<file path="src/rtl/lli2cs_pkg.sv">
// Shared definitions for the lli2cs I2C target engine: FSM state encodings,
// the SCL-stretch setup counter width and a small shift helper.
package lli2cs_pkg;

  typedef enum logic [3:0] {
    ST_IDLE   = 4'd0,
    ST_ADDR   = 4'd1,
    ST_AACK   = 4'd2,
    ST_RXBIT  = 4'd3,
    ST_RXACK  = 4'd4,
    ST_TXWAIT = 4'd5,
    ST_TXBIT  = 4'd6,
    ST_TXACK  = 4'd7,
    ST_IGNORE = 4'd8
  } state_t;

  // Width of the counter that times SDA setup before SCL is released
  localparam int SETUP_CNT_W = 8;

  // Shift one bus bit into the LSB of a byte (bits arrive MSB first)
  function automatic logic [7:0] shift_in(input logic [7:0] byte_v, input logic bit_v);
    return {byte_v[6:0], bit_v};
  endfunction

endpackage

</file>
<file path="src/rtl/i2c_bus_sync.sv">
// I2C bus front end: synchronises the asynchronous SCL/SDA pads, keeps one
// history sample per line and decodes SCL edges plus START/STOP conditions.
module i2c_bus_sync
  import lli2cs_pkg::*;
(
  input  logic i_clk,
  input  logic i_reset_n,
  input  logic i_scl,
  input  logic i_sda,
  output logic scl_s,
  output logic sda_s,
  output logic scl_rise_s,
  output logic scl_fall_s,
  output logic start_s,
  output logic stop_s
);

  logic scl_meta_r, scl_ck_r, scl_lst_r;
  logic sda_meta_r, sda_ck_r, sda_lst_r;
  logic sda_rise_s, sda_fall_s;

  // Two-flop synchronisers plus a history flop per line; idle bus level is 1
  always_ff @(posedge i_clk or negedge i_reset_n) begin
    if (!i_reset_n) begin
      scl_meta_r <= 1'b1;
      scl_ck_r   <= 1'b1;
      scl_lst_r  <= 1'b1;
      sda_meta_r <= 1'b1;
      sda_ck_r   <= 1'b1;
      sda_lst_r  <= 1'b1;
    end else begin
      scl_meta_r <= i_scl;
      scl_ck_r   <= scl_meta_r;
      scl_lst_r  <= scl_ck_r;
      sda_meta_r <= i_sda;
      sda_ck_r   <= sda_meta_r;
      sda_lst_r  <= sda_ck_r;
    end
  end

  assign scl_s      = scl_ck_r;
  assign sda_s      = sda_ck_r;
  assign scl_rise_s =  scl_ck_r & ~scl_lst_r;
  assign scl_fall_s = ~scl_ck_r &  scl_lst_r;
  assign sda_rise_s =  sda_ck_r & ~sda_lst_r;
  assign sda_fall_s = ~sda_ck_r &  sda_lst_r;
  // SDA may only change while SCL is low, so an SDA edge with SCL steady high is a bus condition
  assign start_s    = scl_ck_r & scl_lst_r & sda_fall_s;
  assign stop_s     = scl_ck_r & scl_lst_r & sda_rise_s;

endmodule

</file>
<file path="src/rtl/lli2cs.sv">
// lli2cs: byte-wise I2C target engine. Matches a 7-bit address, ACKs and
// delivers write bytes, requests read bytes from the host while stretching SCL.
module lli2cs
  import lli2cs_pkg::*;
#(
  parameter logic [6:0] I2C_ADDR     = 7'h50,
  parameter int         SETUP_CLOCKS = 4
) (
  input  logic       i_clk,
  input  logic       i_reset_n,
  input  logic       i_scl,
  input  logic       i_sda,
  output logic       o_scl,
  output logic       o_sda,
  output logic       o_start,
  output logic       o_stop,
  output logic       o_rx_stb,
  output logic       o_rx_first,
  output logic [7:0] o_rx_data,
  output logic       o_tx_req,
  input  logic       i_tx_stb,
  input  logic [7:0] i_tx_data,
  output logic       o_busy
);

  localparam logic [SETUP_CNT_W-1:0] SETUP_LAST = SETUP_CNT_W'(SETUP_CLOCKS - 1);

  logic scl_s, sda_s, scl_rise_s, scl_fall_s, start_s, stop_s;

  state_t                 state_r, state_nxt_s;
  logic [2:0]             bit_cnt_r, bit_cnt_nxt_s;
  logic [7:0]             shift_r, shift_nxt_s;
  logic                   full_r, full_nxt_s;      // 8 bits seen / ACK seen, awaiting the fall
  logic                   rw_r, rw_nxt_s;
  logic                   first_r, first_nxt_s;
  logic [SETUP_CNT_W-1:0] setup_r, setup_nxt_s;
  logic                   scl_r, scl_nxt_s;
  logic                   sda_r, sda_nxt_s;
  logic                   start_r, start_nxt_s;
  logic                   stop_r, stop_nxt_s;
  logic                   rx_stb_r, rx_stb_nxt_s;
  logic                   rx_first_r, rx_first_nxt_s;
  logic [7:0]             rx_data_r, rx_data_nxt_s;
  logic                   tx_req_r, tx_req_nxt_s;
  logic                   busy_r, busy_nxt_s;

  i2c_bus_sync u_sync (
    .i_clk      (i_clk),
    .i_reset_n  (i_reset_n),
    .i_scl      (i_scl),
    .i_sda      (i_sda),
    .scl_s      (scl_s),
    .sda_s      (sda_s),
    .scl_rise_s (scl_rise_s),
    .scl_fall_s (scl_fall_s),
    .start_s    (start_s),
    .stop_s     (stop_s)
  );

  // FSM state, datapath and registered pad/host outputs
  always_ff @(posedge i_clk or negedge i_reset_n) begin
    if (!i_reset_n) begin
      state_r    <= ST_IDLE;
      bit_cnt_r  <= 3'd0;
      shift_r    <= 8'h00;
      full_r     <= 1'b0;
      rw_r       <= 1'b0;
      first_r    <= 1'b0;
      setup_r    <= '0;
      scl_r      <= 1'b1;
      sda_r      <= 1'b1;
      start_r    <= 1'b0;
      stop_r     <= 1'b0;
      rx_stb_r   <= 1'b0;
      rx_first_r <= 1'b0;
      rx_data_r  <= 8'h00;
      tx_req_r   <= 1'b0;
      busy_r     <= 1'b0;
    end else begin
      state_r    <= state_nxt_s;
      bit_cnt_r  <= bit_cnt_nxt_s;
      shift_r    <= shift_nxt_s;
      full_r     <= full_nxt_s;
      rw_r       <= rw_nxt_s;
      first_r    <= first_nxt_s;
      setup_r    <= setup_nxt_s;
      scl_r      <= scl_nxt_s;
      sda_r      <= sda_nxt_s;
      start_r    <= start_nxt_s;
      stop_r     <= stop_nxt_s;
      rx_stb_r   <= rx_stb_nxt_s;
      rx_first_r <= rx_first_nxt_s;
      rx_data_r  <= rx_data_nxt_s;
      tx_req_r   <= tx_req_nxt_s;
      busy_r     <= busy_nxt_s;
    end
  end

  // Next-state logic: bus START/STOP override every state, otherwise per-state bit handling
  always_comb begin
    state_nxt_s    = state_r;
    bit_cnt_nxt_s  = bit_cnt_r;
    shift_nxt_s    = shift_r;
    full_nxt_s     = full_r;
    rw_nxt_s       = rw_r;
    first_nxt_s    = first_r;
    setup_nxt_s    = setup_r;
    scl_nxt_s      = scl_r;
    sda_nxt_s      = sda_r;
    start_nxt_s    = 1'b0;
    stop_nxt_s     = 1'b0;
    rx_stb_nxt_s   = 1'b0;
    rx_first_nxt_s = 1'b0;
    rx_data_nxt_s  = rx_data_r;
    tx_req_nxt_s   = tx_req_r;
    busy_nxt_s     = busy_r;

    if (start_s) begin
      start_nxt_s   = 1'b1;
      bit_cnt_nxt_s = 3'd0;
      full_nxt_s    = 1'b0;
      scl_nxt_s     = 1'b1;
      sda_nxt_s     = 1'b1;
      tx_req_nxt_s  = 1'b0;
      busy_nxt_s    = 1'b0;
      state_nxt_s   = ST_ADDR;
    end else if (stop_s) begin
      stop_nxt_s    = 1'b1;
      full_nxt_s    = 1'b0;
      scl_nxt_s     = 1'b1;
      sda_nxt_s     = 1'b1;
      tx_req_nxt_s  = 1'b0;
      busy_nxt_s    = 1'b0;
      state_nxt_s   = ST_IDLE;
    end else begin
      case (state_r)
        ST_IDLE: begin
          scl_nxt_s = 1'b1;
          sda_nxt_s = 1'b1;
        end

        ST_ADDR: begin
          if (scl_rise_s) begin
            shift_nxt_s   = shift_in(shift_r, sda_s);
            bit_cnt_nxt_s = bit_cnt_r + 3'd1;
            full_nxt_s    = (bit_cnt_r == 3'd7);
          end else if (scl_fall_s && full_r) begin
            full_nxt_s = 1'b0;
            if (shift_r[7:1] == I2C_ADDR) begin
              sda_nxt_s   = 1'b0;
              rw_nxt_s    = shift_r[0];
              state_nxt_s = ST_AACK;
            end else begin
              state_nxt_s = ST_IGNORE;
            end
          end else begin
            full_nxt_s = full_r;
          end
        end

        ST_AACK: begin
          if (scl_fall_s) begin
            sda_nxt_s     = 1'b1;
            busy_nxt_s    = 1'b1;
            bit_cnt_nxt_s = 3'd0;
            full_nxt_s    = 1'b0;
            if (!rw_r) begin
              first_nxt_s = 1'b1;
              state_nxt_s = ST_RXBIT;
            end else begin
              scl_nxt_s    = 1'b0;
              tx_req_nxt_s = 1'b1;
              setup_nxt_s  = '0;
              state_nxt_s  = ST_TXWAIT;
            end
          end else begin
            sda_nxt_s = 1'b0;
          end
        end

        ST_RXBIT: begin
          if (scl_rise_s) begin
            shift_nxt_s   = shift_in(shift_r, sda_s);
            bit_cnt_nxt_s = bit_cnt_r + 3'd1;
            if (bit_cnt_r == 3'd7) begin
              full_nxt_s     = 1'b1;
              rx_data_nxt_s  = shift_in(shift_r, sda_s);
              rx_stb_nxt_s   = 1'b1;
              rx_first_nxt_s = first_r;
            end else begin
              full_nxt_s = 1'b0;
            end
          end else if (scl_fall_s && full_r) begin
            full_nxt_s  = 1'b0;
            sda_nxt_s   = 1'b0;
            state_nxt_s = ST_RXACK;
          end else begin
            full_nxt_s = full_r;
          end
        end

        ST_RXACK: begin
          if (scl_fall_s) begin
            sda_nxt_s   = 1'b1;
            first_nxt_s = 1'b0;
            state_nxt_s = ST_RXBIT;
          end else begin
            sda_nxt_s = 1'b0;
          end
        end

        ST_TXWAIT: begin
          scl_nxt_s = 1'b0;
          if (tx_req_r) begin
            if (i_tx_stb) begin
              shift_nxt_s  = i_tx_data;
              tx_req_nxt_s = 1'b0;
              sda_nxt_s    = i_tx_data[7];
              setup_nxt_s  = '0;
            end else begin
              tx_req_nxt_s = 1'b1;
            end
          end else if (setup_r == SETUP_LAST) begin
            // Bit 7 has been stable on SDA long enough; let the controller clock it
            scl_nxt_s     = 1'b1;
            bit_cnt_nxt_s = 3'd0;
            full_nxt_s    = 1'b0;
            state_nxt_s   = ST_TXBIT;
          end else begin
            setup_nxt_s = setup_r + 1'b1;
          end
        end

        ST_TXBIT: begin
          if (scl_fall_s) begin
            if (bit_cnt_r == 3'd7) begin
              sda_nxt_s   = 1'b1;
              full_nxt_s  = 1'b0;
              state_nxt_s = ST_TXACK;
            end else begin
              shift_nxt_s   = {shift_r[6:0], 1'b0};
              sda_nxt_s     = shift_r[6];
              bit_cnt_nxt_s = bit_cnt_r + 3'd1;
            end
          end else begin
            sda_nxt_s = sda_r;
          end
        end

        ST_TXACK: begin
          if (scl_rise_s) begin
            if (!sda_s) begin
              full_nxt_s = 1'b1;
            end else begin
              // NAK: controller wants no more data; release the bus
              busy_nxt_s   = 1'b0;
              tx_req_nxt_s = 1'b0;
              state_nxt_s  = ST_IGNORE;
            end
          end else if (scl_fall_s && full_r) begin
            full_nxt_s   = 1'b0;
            scl_nxt_s    = 1'b0;
            tx_req_nxt_s = 1'b1;
            setup_nxt_s  = '0;
            state_nxt_s  = ST_TXWAIT;
          end else begin
            full_nxt_s = full_r;
          end
        end

        ST_IGNORE: begin
          scl_nxt_s    = 1'b1;
          sda_nxt_s    = 1'b1;
          busy_nxt_s   = 1'b0;
          tx_req_nxt_s = 1'b0;
        end

        default: begin
          scl_nxt_s    = 1'b1;
          sda_nxt_s    = 1'b1;
          busy_nxt_s   = 1'b0;
          tx_req_nxt_s = 1'b0;
          state_nxt_s  = ST_IDLE;
        end
      endcase
    end
  end

  assign o_scl      = scl_r;
  assign o_sda      = sda_r;
  assign o_start    = start_r;
  assign o_stop     = stop_r;
  assign o_rx_stb   = rx_stb_r;
  assign o_rx_first = rx_first_r;
  assign o_rx_data  = rx_data_r;
  assign o_tx_req   = tx_req_r;
  assign o_busy     = busy_r;

endmodule

</file>
<file path="config.mk">
export PLATFORM = sky130hd
export DESIGN_NAME = lli2cs
export DESIGN_NICKNAME = d
export VERILOG_FILES = /design/src/rtl/lli2cs_pkg.sv /design/src/rtl/i2c_bus_sync.sv /design/src/rtl/lli2cs.sv
export SDC_FILE = /design/constraint.sdc
export NUM_CORES = 1
export LEC_CHECK = 0
export BUFFER_PORTS_ARGS = -buffer_cell sky130_fd_sc_hd__buf_2
export CELL_PAD_IN_SITES_DETAIL_PLACEMENT = 2
export CELL_PAD_IN_SITES_GLOBAL_PLACEMENT = 2
export CORE_ASPECT_RATIO = 0.7
export CORE_MARGIN = 5
export CORE_UTILIZATION = 40
export CTS_CLUSTER_SIZE = 14
export DETAILED_ROUTE_END_ITERATION = 10
export PLACE_DENSITY = 0.82
export REMOVE_ABC_BUFFERS = 1
export SYNTH_ARGS = -nofsm -noshare
export SYNTH_HDL_FRONTEND = slang
export SYNTH_SLANG_ARGS = --single-unit
</file>
<file path="constraint.sdc">
create_clock -name i_clk -period 3.1 [get_ports i_clk]
set_input_delay 0.31 -clock i_clk [delete_from_list [all_inputs] [get_ports i_clk]]
set_output_delay 0.31 -clock i_clk [all_outputs]
set_load 0.005 [all_outputs]
</file>
Yosys cells after proc, flatten, opt, wreduce, memory -nomap -nowiden --
Cells that the tools add are included.
Word-level totals: bits in registers 48, bits of input ports 13, output and inout bits 16, word-level logic and storage cells 225
Cells by class: $add $sub $neg 2, equality and inequality tests 57, multiplexer cells 105, bitwise gates (word level) 14, reductions and logical operators 25
Operators by type and width (count):
- 2-to-1 mux 8 bit | 12
- inequality test 4 bit, second input constant | 17
- 2-to-1 mux 4 bit | 16
- 2-to-1 mux 1 bit | 58
- one-hot mux 8 bit (3 select lines) | 2
- one-hot mux 4 bit (8 select lines) | 1
- 2-to-1 mux 3 bit | 9
- inequality test 3 bit, second input constant | 8
- inequality test 2 bit, second input constant | 11
- AND reduction 9 bit | 2
- == test 4 x 3 -> 1 bit, second input constant | 4
- AND reduction 8 bit | 2
- inequality test 3 x 1 -> 1 bit, second input constant | 5
- AND reduction 5 bit | 3
- AND reduction 13 bit | 1
- one-hot mux 1 bit (6 select lines) | 2
- one-hot mux 3 bit (4 select lines) | 1
- AND reduction 6 bit | 2
- inequality test 5 bit, second input constant | 2
- adder 8 x 1 -> 8 bit, second input constant | 1
- == test 4 x 2 -> 1 bit, second input constant | 2
- == test 8 x 2 -> 1 bit, second input constant | 1
- one-hot mux 1 bit (4 select lines) | 2
- nonzero test 8 bit | 1
- other kinds (23) | 38

Logic depth before layout (Yosys ltp) --
depth after elaboration 8, depth in mapped cells 7, mapped depth without buffers 7

Hierarchy --
From an unflattened synthesis, not the netlist that was laid out.
Unflattened totals: cells, all modules 284, area total of the unflattened synthesis 2763.9 µm²
By module, submodules not included:
- lli2cs | times used 1, cells each 274, area an instance 2573.7 µm², sequential area each 1053.5 µm²
- i2c_bus_sync | times used 1, cells each 10, area an instance 190.2 µm², sequential area each 157.7 µm²

Worst setup path before layout --
Ideal clock, no wire load.
kind reg2reg, start point reg u_sync.scl_lst_r, end point reg shift_r[0], library setup time 0.125 ns, arrival 1.839 ns, data required time 2.975 ns, slack 1.136 ns, cell stages (with the launch flop) 7, path buffers 1, clock period less this slack 1.964 ns, cells stage by stage dfstp_2 nand2b_1 clkbuf_1 a31oi_1 nand2_1 nor3_4 mux2_4
On the way: longest elaborated chain between the ends 4, elaborated cells between the ends (all ways) 11, those cells by class eq/ne (2); bitwise (8); reduce/logical (1)
Ends and longest elaborated chain:
- start, declared | line i2c_bus_sync.sv:18 | logic scl_meta_r, scl_ck_r, scl_lst_r;
- start signal, assigned | line i2c_bus_sync.sv:34 | scl_lst_r <= scl_ck_r;
- inverter 1 bit or bitwise AND 1 bit (tied branches) | line i2c_bus_sync.sv:43, i2c_bus_sync.sv:48, i2c_bus_sync.sv:49
- bitwise AND 1 bit (on tied branches) | line i2c_bus_sync.sv:43, i2c_bus_sync.sv:48, i2c_bus_sync.sv:49
- inequality test 2 x 1 -> 1 bit (no source line) or inverter 1 bit (tied branches)
- AND reduction 8 bit (no source line) (*)
- end signal, assigned | line lli2cs.sv:82 | shift_r <= shift_nxt_s;
- end, declared | line lli2cs.sv:32 | logic [7:0] shift_r, shift_nxt_s;
Mark *: on every way between the ends. The rest lies on a longest branch, timed or not. A chain may end at the register's enable or synchronous reset.

Worst setup path after layout --
start point reg state_r[1], end point reg setup_r[3]
On the way: longest elaborated chain between the ends 3, elaborated cells between the ends (all ways) 12, those cells by class eq/ne (9); mux (1); reduce/logical (2)
Ends and longest elaborated chain:
- start, declared | line lli2cs.sv:30 | state_t state_r, state_nxt_s;
- start signal, assigned | line lli2cs.sv:80 | state_r <= state_nxt_s;
- == test 4 x 3 -> 1 bit or == test 4 x 2 -> 1 bit (tied branches) | line lli2cs.sv:136 | case (state_r)
- inequality test 3 bit (no source line), or another cell as far along
- AND reduction 9 bit (no source line)
- end signal, assigned | line lli2cs.sv:86 | setup_r <= setup_nxt_s;
- end, declared | line lli2cs.sv:36 | logic [SETUP_CNT_W-1:0] setup_r, setup_nxt_s;
Several ways; a longest one is shown, not always the timed one.

==> metrics.md <==
| Metric | Value |
|---|---|
| Max Cap Violations | 0 |
| Sum of routed wire length over all layers | approximately 9600 um |
| Post-route antenna net violation count | 0 |
| Synth warnings | 0 |
| Number of post-CTS setup repair buffers | 0 |
| Initial standard-cell utilization of the core | 0.404 |
| Crit path required time | approximately 3.3 ns |
| Primary FF master, synth | sky130_fd_sc_hd__dfrtp_1 |
| Number of buffers inserted during clock tree synthesis | 5 |
| Die span in y | around 81 um |
| Number of global-route vias before repair | roughly 2800 |
| Final Util | 0.453 |
| Initial DRC count | between 150 and 200 |
| Count of final hold-check violations | 0 |
| Startpoint Class | flop |
| Unrepaired setup endpoints after global routing | false |
| Num rows | 26 |
| Overall routing resource usage | 0.221 |
| Number of iterations in the first detailed-routing pass | 4 |
| Horizontal extent of the die | 112 um |
| Clock H-tree levels | 2 |
| Number of primary I/O pins | 29 |
| CTS clk-pin slew, worst paths | 0.09 ns |
| Final weighted congestion in routability-driven placement | 0.837 |
| Number of distinct library cells after synthesis | between 60 and 70 |
| CTS root buf | sky130_fd_sc_hd__clkbuf_8 |
| Vias/cell | between 5 and 6 |
| Normalized max-slew margin | 0.290 |
| Crit Path Class | reg2reg |
| Peak VDD IR | around 0.00032 V |
| Overall die area | 0.00910 mm^2 |
| DPL Wire Length | about 7000 um |
| Clock network latency to the later pin of the worst-skew pair | roughly 0.31 ns |
| Leading area contributor after synthesis | sky130_fd_sc_hd__dfrtp_1 |
| Minimum clock period after layout | between 2 and 3 ns |
| Setup Viol. Count Final | 0 |
| Wire length per cell | about 22 um |
| Final total negative setup slack | 0 ns |
| First-pass GRT wire length | roughly 16000 um |
| Final net count | between 300 and 400 |
| Largest cells by area after synthesis | sky130_fd_sc_hd__dfrtp_1 34%, sky130_fd_sc_hd__dfstp_2 7.2%, sky130_fd_sc_hd__nand2_1 5.8% |
| Ys async rst share | 1.00 |
| Slew Viols, Final | 0 |
| Clock tree from TritonCTS | yes |
| Vias post-DR | ~2500 |
| Worst-Margin Slew | around 1.1 ns |
| Outcome | finished clean |
| Largest net degree at the start of global routing | 49 |
| Syn Std Cell Area | between 0.002 and 0.003 mm^2 |
| Clock sink count | 48 |
| Critical path peak fanout | 23 |
| Share of cells above drive strength 1 | 0.240 |
| Final worst clock skew | ~0.013 ns |
| Area overhead of the layout relative to synthesis | 12.1% |
| Post-route DRC violation count | 0 |
| Area of the core region | 0.00719 mm^2 |
| Number of port buffers | 28 |
| Count of state elements after synthesis | 48 |
| Hold-fix buffers at CTS | 0 |
| Total leakage power | 0.00151 uW |
| Gate Count Post-Synth | between 300 and 400 |
| Antenna violations before repair | 0 |
| Mean instance size in the synthesized netlist | 9.47 um^2 |
| Overall overflow remaining after global route | 0 |
| Arrival @ worst endpoint | approximately 2.7 ns |
| Hold Crit Class | in2reg |
| Capturing element type of the critical path | flop |
| Part of the cycle the worst path needs | 0.819 |
| Number of flops mapped to enable cells by yosys | 0 |
| Number of cells upsized or downsized after cts | 0 |
| Post-Place Worst Slack | between 0.6 and 0.7 ns |
| Sequential-to-total area share from yosys stat | 0.417 |
| Maximum number of buffers from clock root to sink | 2 |
| Achievable clock frequency | a little under 400 MHz |
| Post-synth top area share | 0.344 |
| Post-layout worst setup margin | between 0.5 and 0.6 ns |
| Inserted Diodes | 0 |
| Pwr dens | 744 mW/mm^2 |
metal layers:
layer | wire length (um) | global-route usage | share of wire
met5 | 0 | 0 | 0
met4 | 64 | 0.0377 | 0.0067
met3 | 418 | 0.0462 | 0.044
met1 | 4680 | 0.313 | 0.49
met2 | 4430 | 0.354 | 0.46
power by group:
part           switching (uW)  total, uW  internal, uW
logic                     541        999           457
clock network             218        460           242
registers                 208        966           758
state kept, by name, indices dropped and copies added (netlist names), 3 cells and up:
name and flops:
bit_cnt_r 3, setup_r 8, o_rx_data 8, shift_r 8, state_r 4
worst paths after layout:
check	slack [ns]	startpoint	depth (start not counted)	end
min	0.1	i_sda	1	u_sync.sda_meta_r$_DFF_PN1_
max reg2reg	0.56	state_r[1]$_DFFE_PN0P_	5	setup_r[3]$_DFFE_PN0P_
max	0.56	state_r[1]$_DFFE_PN0P_	5	setup_r[3]$_DFFE_PN0P_
min reg2reg	0.36	u_sync.scl_meta_r$_DFF_PN1_	0	u_sync.scl_s$_DFF_PN1_
max in group asynchronous	2.24	i_reset_n	1	o_start$_DFF_PN0_
min in group asynchronous	0.18	i_reset_n	1	o_rx_first$_DFF_PN0_
through the flow:
| step | power, uW | hold slack (ns) | cell area, um^2 | cells |
|---|---|---|---|---|
| final | 2420 | 0.0969 | 3260 | 432 |
| after global routing | 2580 | 0.0819 | 3260 | 432 |
| after floorplan | 1590 | 0.0144 | 2820 | 288 |
| after detailed placement | 1950 | 0.348 | 3150 | 424 |
| after global placement | 1880 | 0.346 | 3150 | 424 |
| after CTS | 2430 | 0.0917 | 3260 | 432 |
cells in the final DEF, fill, tap and decap left out, drive strengths merged, types with 5 or more instances in the layout:
cell type,netlist,routed
nand2,46,46
dfrtp,40,40
buf,13,38
o21ai,22,22
mux2,17,17
nor2,16,16
nand3,13,13
a21oi,10,10
o31ai,10,10
nor2b,9,9
dfstp,8,8
inv,8,8
nand2b,7,7
clkbuf,6,7
o211ai,6,6
a31oi,5,5
and3,5,5
a22o,5,5
synth_stat cells, types with 3 or more instances:
master                     instances
sky130_fd_sc_hd__o211ai_1          5
sky130_fd_sc_hd__and3_1            5
sky130_fd_sc_hd__nand2_1          45
sky130_fd_sc_hd__buf_2             8
sky130_fd_sc_hd__o31ai_2           5
sky130_fd_sc_hd__mux2i_1           3
sky130_fd_sc_hd__nor2_1           16
sky130_fd_sc_hd__o21ai_1           3
sky130_fd_sc_hd__nor2b_1           9
sky130_fd_sc_hd__a22o_1            5
sky130_fd_sc_hd__o21ai_0          19
sky130_fd_sc_hd__mux2_4            8
sky130_fd_sc_hd__dfrtp_1          40
sky130_fd_sc_hd__nand4_1           3
sky130_fd_sc_hd__dfstp_2           8
sky130_fd_sc_hd__a31oi_1           5
sky130_fd_sc_hd__clkbuf_1          6
sky130_fd_sc_hd__a21oi_1          10
sky130_fd_sc_hd__nand3_1          13
sky130_fd_sc_hd__nand2b_1          7
sky130_fd_sc_hd__nand3b_1          3
sky130_fd_sc_hd__mux2_2            8
sky130_fd_sc_hd__inv_1             7
sky130_fd_sc_hd__ha_1              3
sky130_fd_sc_hd__a21o_1            3
sky130_fd_sc_hd__buf_1             3
sky130_fd_sc_hd__o31ai_1           5
sky130_fd_sc_hd__and2_1            3
area by class of cell:
type | count | area (um^2)
tap | 98 | 123
clock inverter | 1 | 30.0
clock buffer | 7 | 76.3
fill | 795 | 3930
inverter | 8 | 30.0
multi-input combinational | 232 | 1570
sequential | 48 | 1210
timing repair buffer | 38 | 215
worst max-delay path, cell delays in order, from the launching register on:
cell and delay (ns):
sky130_fd_sc_hd__dfrtp_1 0.77, sky130_fd_sc_hd__nor4b_1 0.75, sky130_fd_sc_hd__a32oi_1 0.19, sky130_fd_sc_hd__o211ai_4 0.20, sky130_fd_sc_hd__or2_1 0.39, sky130_fd_sc_hd__o31ai_2 0.11
cells by family after synthesis:
kind of cell               synth area share
and+or+nand+nor                       0.231
AOI/OAI and AO/OA                     0.205
DFF                                   0.417
buffers and inverters                0.0422
muxes                                0.0865
adders and majority gates            0.0164
xor gates and xnor gates            0.00301
Note: power is estimated with default switching activity, not from simulation.
